--- src/rtl/cmd_seq.sv ---
// rtl/cmd_seq.sv - scripted command sequencer driving a comm master
// Runs a stored table of {cmd, data, settle} entries, waiting for an ACK after each send.
module cmd_seq #(
  parameter int         DEPTH      = 8,
  parameter int         SET_W      = 25,
  parameter int         TMO_CYCLES = 150000,
  parameter logic [7:0] ACK        = 8'hA5
) (
  input  logic                         clk,
  input  logic                         rst_n,
  input  logic                         wr_en,
  input  logic [$clog2(DEPTH)-1:0]     wr_addr,
  input  logic [7:0]                   wr_cmd,
  input  logic [15:0]                  wr_data,
  input  logic [SET_W-1:0]             wr_settle,
  input  logic [$clog2(DEPTH+1)-1:0]   len,
  input  logic                         start,
  input  logic                         abort,
  output logic [7:0]                   cmd,
  output logic [15:0]                  data,
  output logic                         send_cmd,
  input  logic                         frm_snt,
  input  logic                         resp_rdy,
  input  logic [7:0]                   resp,
  output logic                         clr_resp_rdy,
  output logic                         busy,
  output logic                         done,
  output logic                         pass,
  output logic [1:0]                   err,
  output logic [$clog2(DEPTH)-1:0]     fail_idx
);

  localparam int IDX_W = $clog2(DEPTH);
  localparam int LEN_W = $clog2(DEPTH + 1);
  localparam int TMO_W = (TMO_CYCLES > 1) ? $clog2(TMO_CYCLES) : 1;
  localparam logic [TMO_W-1:0] TMO_LAST = TMO_W'(TMO_CYCLES - 1);

  typedef enum logic [2:0] {
    ST_IDLE,
    ST_SEND,
    ST_WAIT_RESP,
    ST_SETTLE,
    ST_DONE
  } state_t;

  state_t             state_q, state_d;
  logic [IDX_W-1:0]   idx_q, idx_d;
  logic [LEN_W-1:0]   len_q, len_d;
  logic [TMO_W-1:0]   tmo_q, tmo_d;
  logic [SET_W-1:0]   set_q, set_d;
  logic [7:0]         cmd_q, cmd_d;
  logic [15:0]        data_q, data_d;
  logic               clr_q, clr_d;
  logic               busy_q, busy_d;
  logic               pass_q, pass_d;
  logic [1:0]         err_q, err_d;
  logic [IDX_W-1:0]   fail_idx_q, fail_idx_d;
  logic               rdy_q, rdy_d;
  logic               rdy_prev_q, rdy_prev_d;

  // Script table is deliberately outside the reset domain so it survives rst_n.
  logic [7:0]         mem_cmd  [DEPTH];
  logic [15:0]        mem_data [DEPTH];
  logic [SET_W-1:0]   mem_set  [DEPTH];

  logic               rise;
  logic               is_last;
  logic [IDX_W-1:0]   nxt_idx;
  logic               unused_frm_snt;

  assign unused_frm_snt = frm_snt;
  // resp_rdy is registered twice so only a fresh low-to-high transition counts
  assign rise    = rdy_q & ~rdy_prev_q;
  assign is_last = (LEN_W'(idx_q) + LEN_W'(1)) == len_q;
  assign nxt_idx = idx_q + 1'b1;

  always_ff @(posedge clk) begin
    if (wr_en && !busy_q) begin
      mem_cmd[wr_addr]  <= wr_cmd;
      mem_data[wr_addr] <= wr_data;
      mem_set[wr_addr]  <= wr_settle;
    end
  end

  always_comb begin
    state_d    = state_q;
    idx_d      = idx_q;
    len_d      = len_q;
    tmo_d      = tmo_q;
    set_d      = set_q;
    cmd_d      = cmd_q;
    data_d     = data_q;
    clr_d      = 1'b0;
    busy_d     = busy_q;
    pass_d     = pass_q;
    err_d      = err_q;
    fail_idx_d = fail_idx_q;
    rdy_d      = resp_rdy;
    rdy_prev_d = rdy_q;

    if (abort && (state_q == ST_SEND || state_q == ST_WAIT_RESP || state_q == ST_SETTLE)) begin
      err_d      = 2'b11;
      fail_idx_d = idx_q;
      state_d    = ST_DONE;
    end else begin
      case (state_q)
        ST_IDLE: begin
          if (start) begin
            pass_d     = 1'b0;
            err_d      = 2'b00;
            fail_idx_d = '0;
            if (len != '0) begin
              len_d   = len;
              idx_d   = '0;
              busy_d  = 1'b1;
              cmd_d   = mem_cmd[0];
              data_d  = mem_data[0];
              state_d = ST_SEND;
            end else begin
              pass_d  = 1'b1;
              state_d = ST_DONE;
            end
          end
        end
        ST_SEND: begin
          tmo_d   = '0;
          state_d = ST_WAIT_RESP;
        end
        ST_WAIT_RESP: begin
          if (rise) begin
            clr_d = 1'b1;
            if (resp == ACK) begin
              set_d   = mem_set[idx_q];
              state_d = ST_SETTLE;
            end else begin
              err_d      = 2'b10;
              fail_idx_d = idx_q;
              state_d    = ST_DONE;
            end
          end else if (tmo_q == TMO_LAST) begin
            err_d      = 2'b01;
            fail_idx_d = idx_q;
            state_d    = ST_DONE;
          end else begin
            tmo_d = tmo_q + 1'b1;
          end
        end
        ST_SETTLE: begin
          if (set_q == '0) begin
            if (is_last) begin
              pass_d  = 1'b1;
              state_d = ST_DONE;
            end else begin
              idx_d   = nxt_idx;
              cmd_d   = mem_cmd[nxt_idx];
              data_d  = mem_data[nxt_idx];
              state_d = ST_SEND;
            end
          end else begin
            set_d = set_q - 1'b1;
          end
        end
        ST_DONE: begin
          busy_d  = 1'b0;
          state_d = ST_IDLE;
        end
        default: state_d = ST_IDLE;
      endcase
    end
  end

  always_ff @(posedge clk or negedge rst_n) begin
    if (!rst_n) begin
      state_q    <= ST_IDLE;
      idx_q      <= '0;
      len_q      <= '0;
      tmo_q      <= '0;
      set_q      <= '0;
      cmd_q      <= '0;
      data_q     <= '0;
      clr_q      <= 1'b0;
      busy_q     <= 1'b0;
      pass_q     <= 1'b0;
      err_q      <= 2'b00;
      fail_idx_q <= '0;
      rdy_q      <= 1'b0;
      rdy_prev_q <= 1'b0;
    end else begin
      state_q    <= state_d;
      idx_q      <= idx_d;
      len_q      <= len_d;
      tmo_q      <= tmo_d;
      set_q      <= set_d;
      cmd_q      <= cmd_d;
      data_q     <= data_d;
      clr_q      <= clr_d;
      busy_q     <= busy_d;
      pass_q     <= pass_d;
      err_q      <= err_d;
      fail_idx_q <= fail_idx_d;
      rdy_q      <= rdy_d;
      rdy_prev_q <= rdy_prev_d;
    end
  end

  assign cmd          = cmd_q;
  assign data         = data_q;
  assign send_cmd     = (state_q == ST_SEND);
  assign done         = (state_q == ST_DONE);
  assign clr_resp_rdy = clr_q;
  assign busy         = busy_q;
  assign pass         = pass_q;
  assign err          = err_q;
  assign fail_idx     = fail_idx_q;

endmodule

--- config.mk ---
export PLATFORM = sky130hd
export DESIGN_NAME = cmd_seq
export DESIGN_NICKNAME = d
export VERILOG_FILES = /design/src/rtl/cmd_seq.sv
export SDC_FILE = /design/constraint.sdc
export NUM_CORES = 1
export LEC_CHECK = 0
export ABC_CLOCK_PERIOD_IN_PS = 5100
export BUFFER_PORTS_ARGS = -buffer_cell sky130_fd_sc_hd__buf_4
export CAP_MARGIN = 20
export CORE_UTILIZATION = 48
export DETAILED_ROUTE_END_ITERATION = 10
export PLACE_DENSITY = 0.68
export SYNTH_ARGS = -nofsm -noshare
export SYNTH_HDL_FRONTEND = slang
export SYNTH_SLANG_ARGS = --single-unit
export TNS_END_PERCENT = 30
--- constraint.sdc ---
create_clock -name clk -period 5.1 [get_ports clk]
set_input_delay 1.275 -clock clk [delete_from_list [all_inputs] [get_ports clk]]
set_output_delay 1.275 -clock clk [all_outputs]
set_load 0.01 [all_outputs]
==> impl_metrics.py, run 1 <==
metrics = {
    "run_status": {
        "status": "finished clean",
    },
    "clocking": {
        "cts.sinks": 479,
        "htreeDepth": 2,
        "cts_root_buf": "clkbuf_16",
        "numCtsBuffers": 48,
        "cts-hold-fix-buffers": 0,
        "cts_repair_resize_count": 0,
        "clk_latency_ns": 0.58,
        "cts_tree": "built",
        "postCtsSetupBuffers": 0,
        "cts_buffer_depth": 3,
        "clk_pin_slew_ns": 0.06,
    },
    "drt": {
        "avgRoutedWirePerCell_um": 22.6,
        "wirelength_mm": 40.6,
        "via_per_inst": 5.87,
        "initialDrtViolationCount": 962,
        "drtPass1Iterations": 5,
        "drc": 0,
        "ant_nets": 0,
        "vias": 10556,
    },
    "pwr": {
        "seqPwrFrac_pct": 47.1,
        "power_frac_comb_pct": 17.8,
        "leakage_uw": 0.00779,
        "vdd_ir_drop_max_v": 0.000225,
        "p_clk_share_pct": 35.1,
        "p_per_area_nw_per_um2": 451,
        "p_sw_uw": 2620,
        "swShare_pct": 25.6,
        "p_int_uw": 7640,
    },
    "timing": {
        "whs_ns": 0.405,
        "hold_viol": 0,
        "min_period_ns": 3.49,
        "slew_headroom_pct": 20.6,
        "fin_crit_sh_pct": 68.5,
        "worstMarginPinSlew_ns": 1.18,
        "slew_viol_final": 0,
        "rsz0062_at_grt": "false",
        "max_freq_mhz": 286,
        "fin_skew_ns": 0.0155,
        "setup-violations-final": 0,
        "setup-tns-final_ns": 0,
    },
    "die": {
        "die_x_um": 205,
        "design.die.area_sq_um": 41900,
        "dieHeight_um": 205,
        "start_util_pct": 49.2,
        "num_rows": 73,
        "ios": 105,
        "core_region_area_sq_um": 40100,
    },
    "place": {
        "place.gp.congestion": 0.841,
        "dp_hpwl_mm": 22.6,
        "port_buffers": 103,
    },
    "final_layout": {
        "nNetsFinal": 1308,
        "drive_above_1_share_pct": 28.7,
        "antenna_cells": 0,
        "syn2layout_area_growth_pct": 15.3,
        "fin_util_pct": 56.7,
    },
    "worst_hold_path": {
        "worstHoldPathType": "register to register",
    },
    "synthesis": {
        "synth_cell_types": 76,
        "synth_edf_count": 392,
        "ys_warn_count": 0,
        "synthArstFlopShare_pct": 18.2,
        "ys.flop_type": "edfxtp_1",
        "syn-num-nets": 1189,
        "syn_area_sq_um": 19700,
        "ys_seq_area_share_pct": 70.7,
        "ys_seq_elements": 479,
        "avgSynthCellArea_sq_um": 17.7,
        "synth_cells": 1114,
    },
    "grt": {
        "grt_pass1_wl_mm": 63.3,
        "grt_start_max_net_pins": 76,
        "grt_pass1_vias": 10784,
        "grt_usage_pct": 20.2,
        "grt_antenna_before_repair": 2,
        "grt-ovfl-total": 0,
    },
    "worst_setup_path": {
        "critPathKind": "register to register",
        "worst_setup_path_start_kind": "register",
        "cp.arrival_ns": 3.95,
        "crit_fanout": 36,
        "cp-end-kind": "register",
        "cp.required_ns": 5.56,
    },
    "run": {
        "max_cap_violations": 0,
    },
}
[area by class of cell]
| type | instances | area (sq um) |
|---|---|---|
| timing repair buffer | 128 | 973 |
| multi-input combinational | 567 | 5510 |
| fill | 3045 | 17400 |
| clock buffer | 69 | 1330 |
| clock inverter | 21 | 282 |
| inverter | 9 | 33.8 |
| tap | 525 | 657 |
| sequential | 479 | 14000 |
[synthesized netlist by cell type (3+ instances only)]
cell type,count,area (sq um)
inv_1,8,30.0
nand3_1,21,105
nand3b_1,3,22.5
a32o_1,4,40.0
mux2_4,18,270
clkbuf_1,30,113
mux2i_1,49,490
a22o_1,9,78.8
and2_1,3,18.8
a31oi_1,19,119
xor2_1,3,26.3
nand2_1,63,236
nand2b_1,9,56.3
o22ai_1,8,50.1
a21oi_1,25,125
o31ai_1,6,45.0
buf_1,5,18.8
dfrtp_1,87,2180
o21a_1,4,30.0
or4_1,10,75.1
o211ai_1,10,75.1
or3_1,7,43.8
nand4_1,12,75.1
mux2_2,16,180
o21ai_0,55,275
buf_4,3,22.5
and3_1,7,43.8
edfxtp_1,392,11800
buf_2,15,75.1
nor3_1,12,60.1
ha_1,4,50.1
mux4_2,98,2210
nor2_1,40,150
[metal layers]
layer  part of all wire, %  global-route usage [%]  vias to the layer above
li1                      -                       -                     4753
met1                    45                    29.0                     5481
met2                    48                    31.7                      266
met3                   5.8                    3.67                       52
met4                   1.7                    5.84                        4
met5                 0.071                       0                        -
[state kept, by name (all words and copies together), names as in the netlist]
name and flops:
set_q 25, idx_q 3, len_q 4, rdy_prev_q 1, busy 1, clr_resp_rdy 1, rdy_prev_d 1, data 16
cmd 8, state_q 3, mem_cmd 64, tmo_q 18, err 2, mem_data 128, mem_set 200, pass 1
fail_idx 3
[power groups by stage]
stage	Combinational (uW)	Sequential [uW]	Clock (uW)
finish	1830	4830	3600
global route	2010	4880	3810
CTS	1850	4840	3660
detailed placement	1840	4910	0
global placement	1810	4900	0
floorplan	1270	4860	0
[per-stage QoR]
stage | setup slack (ns) | total power, uW | area [sq um] | std cells
2_1_floorplan | -0.176 | 6140 | 19700 | 1114
3_3_place_gp | 1.42 | 6710 | 21100 | 1708
3_5_place_dp | 1.38 | 6750 | 21100 | 1708
4_1_cts | 1.52 | 10300 | 22700 | 1798
5_1_grt | 1.28 | 10700 | 22700 | 1798
6_report | 1.61 | 10300 | 22700 | 1798
[cells in the final DEF (no fill, tap or decap), types with 4 or more instances in the layout]
master / n
edfxtp_1: 392
buf_4: 127
mux4_2: 98
dfrtp_1: 85
nand2_1: 63
o21ai_0: 55
mux2i_1: 49
clkbuf_16: 49
nor2_1: 34
a21oi_1: 25
nand3_1: 20
a31oi_1: 19
mux2_4: 18
clkbuf_1: 17
mux2_2: 16
nand4_1: 12
nor3_1: 10
o211ai_1: 10
or4_1: 10
nand2b_1: 9
a22o_1: 9
inv_1: 8
o22ai_1: 8
or3_1: 7
and3_1: 7
bufinv_16: 7
clkinv_1: 7
nor2_4: 6
o31ai_1: 6
o21a_1: 4
a32o_1: 4
clkinv_2: 4
[final timing paths]
| check | to | from | slack (ns) | cells after the start |
|---|---|---|---|---|
| worst max-delay path | data[9]$_DFFE_PN0P_ | idx_q[0]$_DFFE_PN0P_ | 1.61 | 7 |
| min in group asynchronous | tmo_q[10]$_DFFE_PN0P_ | rst_n | 0.81 | 1 |
| worst min-delay path | rdy_prev_q$_DFF_PN0_ | rdy_prev_d$_DFF_PN0_ | 0.41 | 0 |
| worst max register to register | data[9]$_DFFE_PN0P_ | idx_q[0]$_DFFE_PN0P_ | 1.61 | 7 |
| worst min register to register | rdy_prev_q$_DFF_PN0_ | rdy_prev_d$_DFF_PN0_ | 0.41 | 0 |
| max in group asynchronous | data[11]$_DFFE_PN0P_ | rst_n | 3.33 | 2 |
[kinds of logic (layout without fill, tap and decap cells)]
family / Yosys count / count (layout) / synth area share [%]
buf+inv: 68 / 227 / 1.76
fa+ha+maj: 4 / 4 / 0.254
simple gates: 216 / 216 / 5.84
flops: 479 / 479 / 70.7
xor+xnor: 5 / 5 / 0.222
mux: 181 / 181 / 16.0
compound gates: 161 / 161 / 5.22
[worst max-delay path, stage by stage, from the launching register on]
cell,delay (ns)
dfrtp_4,0.94
ha_2,0.39
xor2_1,0.10
or3_2,0.41
a211oi_1,0.70
o21ai_4,0.10
buf_4,0.32
mux2_4,0.38
Power figures use the tool's default switching activity.
==> inputs of run 2 (changes only) <==
- ABC_AREA: unset -> 1
- ABC_CLOCK_PERIOD_IN_PS: 5100 -> 3000
- PLACE_DENSITY: 0.68 -> 0.67
- clock period: 5.1 -> 3 ns (I/O delays scaled with it)
==> run 2 against run 1 <==
  * Setup slack got worse by 1.2 ns
  * Flip-flop and latch count did not move
  * Cell count rose by 51%
  * Design area rose by 5.5%
  * Clock skew rose by 0.0025 ns
  * Critical path depth rose by 5
==> impl_metrics.py, run 2 <==
metrics = {
    "final_layout": {
        "nFillCells": 3557,
        "nNetsFinal": 2175,
        "top_register": "mem_set",
        "drive_above_1_share_pct": 12.4,
        "fin_cells": 2720,
        "final_cell_mix": "540 x nand2_1, 392 x edfxtp_1, 290 x nor2_1",
        "fin_util_pct": 56.7,
        "regArea_sq_um": 14000,
        "layout_commonest_cell": "nand2_1",
        "reg.largest.list": "mem_set (200), mem_data (128), mem_cmd (64)",
        "largest_reg_flops": 200,
        "multi_input_area_sq_um": 6150,
        "syn2layout_area_growth_pct": 15.3,
    },
    "drt": {
        "vias": 14644,
        "avgRoutedWirePerCell_um": 18.2,
        "drtPass1Iterations": 5,
        "wl_met3_mm": 3.12,
        "wirelength_mm": 49.6,
        "dr_wl_met2_mm": 23.4,
        "via_per_inst": 5.38,
        "wl_met1_mm": 22.0,
        "ant_nets": 0,
        "drc": 0,
        "topRoutingLayerUsed": "met5",
        "initialDrtViolationCount": 1211,
    },
    "clocking": {
        "cts_buffer_depth": 3,
        "cts_tree": "built",
        "clk_latency_ns": 0.59,
        "cts-hold-fix-buffers": 0,
        "cts_repair_resize_count": 0,
        "numCtsBuffers": 50,
        "postCtsSetupBuffers": 0,
        "htreeDepth": 2,
        "cts_root_buf": "clkbuf_16",
        "cts.sinks": 479,
        "clk_pin_slew_ns": 0.06,
    },
    "grt": {
        "grt_pass1_vias": 14132,
        "grt_usage_pct": 22.8,
        "grt-ovfl-total": 0,
        "grt_start_max_net_pins": 183,
        "grt_antenna_before_repair": 3,
        "grt_pass1_wl_mm": 77.8,
    },
    "synthesis": {
        "yosysMostFrequentCell": "nand2_1",
        "ys_seq_area_share_pct": 67.0,
        "synth_edf_count": 392,
        "synthTopCellsByArea": "edfxtp_1 57%, dfrtp_1 10%, nand2_1 9.7%",
        "synth_common_cells": "540 x nand2_1, 392 x edfxtp_1, 298 x nor2_1",
        "ys.flop_type": "edfxtp_1",
        "syn_area_sq_um": 20800,
        "synth_cell_types": 38,
        "synthArstFlopShare_pct": 18.2,
        "avgSynthCellArea_sq_um": 10.4,
        "synth_cells": 2009,
        "yosys.area.top_type": "edfxtp_1",
        "syn-num-nets": 2084,
        "ys_seq_elements": 479,
        "netlist.area_leader.share_pct": 56.6,
        "ys_warn_count": 0,
    },
    "worst_setup_path": {
        "crit_path_cell_trace": "ha_1 -> inv_1 -> nand2_1 -> nand2_1 -> nand2_1 -> nor2_1 -> nand3_1 -> nand2_4 -> inv_6 -> nand2_8 -> nand2_1 -> nand2_1",
        "critPathKind": "register to register",
        "reg2reg_to": "idx_q[0]$_DFFE_PN0P_",
        "cp.arrival_ns": 3.11,
        "max_stage_delay_ns": 0.61,
        "cpMaxStageDelayCell": "dfrtp_4",
        "reg2reg_depth": 12,
        "crit_fanout": 28,
        "cp-end-kind": "register",
        "cp.required_ns": 3.51,
        "r2r-start": "idx_q[0]$_DFFE_PN0P_",
        "worst_setup_path_start_kind": "register",
        "crit_top_cell": "nand2_1",
        "r2r_slack_ns": 0.41,
    },
    "pwr": {
        "swShare_pct": 32.7,
        "p_sw_uw": 6360,
        "p_per_area_nw_per_um2": 811,
        "seqPwrFrac_pct": 42.6,
        "vdd_ir_drop_max_v": 0.000509,
        "p_clk_share_pct": 32.1,
        "leakage_uw": 0.00926,
        "power_frac_comb_pct": 25.4,
        "p_int_uw": 13100,
    },
    "place": {
        "dp_hpwl_mm": 27.6,
        "port_buffers": 103,
        "dp_worst_setup_slack_ns": 0.422,
        "place.gp.congestion": 0.908,
        "dp.cells": 2625,
    },
    "timing": {
        "min_period_ns": 2.59,
        "slew_headroom_pct": 41.0,
        "fin_skew_ns": 0.0180,
        "whs_ns": 0.136,
        "setup-violations-final": 0,
        "worstMarginPinSlew_ns": 0.884,
        "rsz0062_at_grt": "false",
        "slew_viol_final": 0,
        "hold_viol": 0,
        "fin_ws_ns": 0.406,
        "fin_crit_sh_pct": 86.5,
        "max_freq_mhz": 385,
    },
    "run_status": {
        "status": "finished clean",
    },
    "die": {
        "ios": 105,
        "start_util_pct": 49.2,
        "die_x_um": 210,
        "core_region_area_sq_um": 42300,
        "design.die.area_sq_um": 44200,
        "dieHeight_um": 210,
        "num_rows": 75,
    },
    "worst_hold_path": {
        "worstHoldPathType": "input pin to asynchronous set/reset pin",
    },
    "run": {
        "max_cap_violations": 0,
    },
}
-- run 2: cell types whose count changed in the layout (fill, tap and decap cells not counted), sizes merged, moves of 31 or more --
cell / delta
nand2: +497
nor2: +264
nand3: +199
inv: +64
mux4: -98
o21ai: +98
o211ai: +31
mux2i: -49
mux2: -34
-- run 2: power by group through the flow --
stage,Combinational [uW],Clock (uW),Sequential [uW]
2_1_floorplan,3410,0,8350
3_3_place_gp,4820,0,8400
3_5_place_dp,4920,0,8400
4_1_cts,4940,6350,8280
5_1_grt,5570,6600,8360
6_report,4940,6240,8290
-- run 2: how the worst max path moves through the flow --
stage                    startpoint                       to  slack, ns
4_1_cts        idx_q[0]$_DFFE_PN0P_       cmd[4]$_DFFE_PN0P_       0.40
3_5_place_dp   idx_q[0]$_DFFE_PN0P_       cmd[4]$_DFFE_PN0P_       0.42
6_report       idx_q[0]$_DFFE_PN0P_     idx_q[0]$_DFFE_PN0P_       0.41
5_1_grt        idx_q[0]$_DFFE_PN0P_      data[0]$_DFFE_PN0P_       0.13
2_1_floorplan                 wr_en  mem_cmd[0][0]$_DFFE_PP_      -0.50
3_3_place_gp   idx_q[0]$_DFFE_PN0P_     idx_q[0]$_DFFE_PN0P_       0.42
-- run 2: metal layers --
layer	vias to the layer above	GRT usage, %
met3	78	3.59
met1	7052	31.4
li1	7084	-
met2	426	37.3
met5	-	0
met4	4	7.40
-- run 2: cell type report --
type / count / area share [%]
antenna: 1 / 0.0104
clock buffer: 73 / 5.87
clock inverter: 21 / 1.12
inverter: 72 / 1.17
multi-input combinational: 1359 / 25.6
sequential: 479 / 58.2
tap: 577 / 3.01
timing repair buffer: 138 / 5.05
-- run 2: per-stage QoR --
stage / area [sq um] / TNS [ns] / power (uW)
2_1_floorplan: 20800 / -197.30 / 11800
3_3_place_gp: 22300 / 0 / 13200
3_5_place_dp: 22300 / 0 / 13300
4_1_cts: 24000 / 0 / 19600
5_1_grt: 24000 / 0 / 20500
6_report: 24000 / 0 / 19500
-- run 2: logic make-up after synthesis --
kind of cell	synth area share (%)
xor+xnor	0.463
simple gates	22.5
buf+inv	3.71
flops	67.0
compound gates	6.00
fa+ha+maj	0.241
-- run 2: critical path, delay by kind of cell (launching register included) --
family / cells / cell delay, ns
flops: 1 / 0.61
fa+ha+maj: 1 / 0.35
buf+inv: 2 / 0.51
simple gates: 9 / 1.04
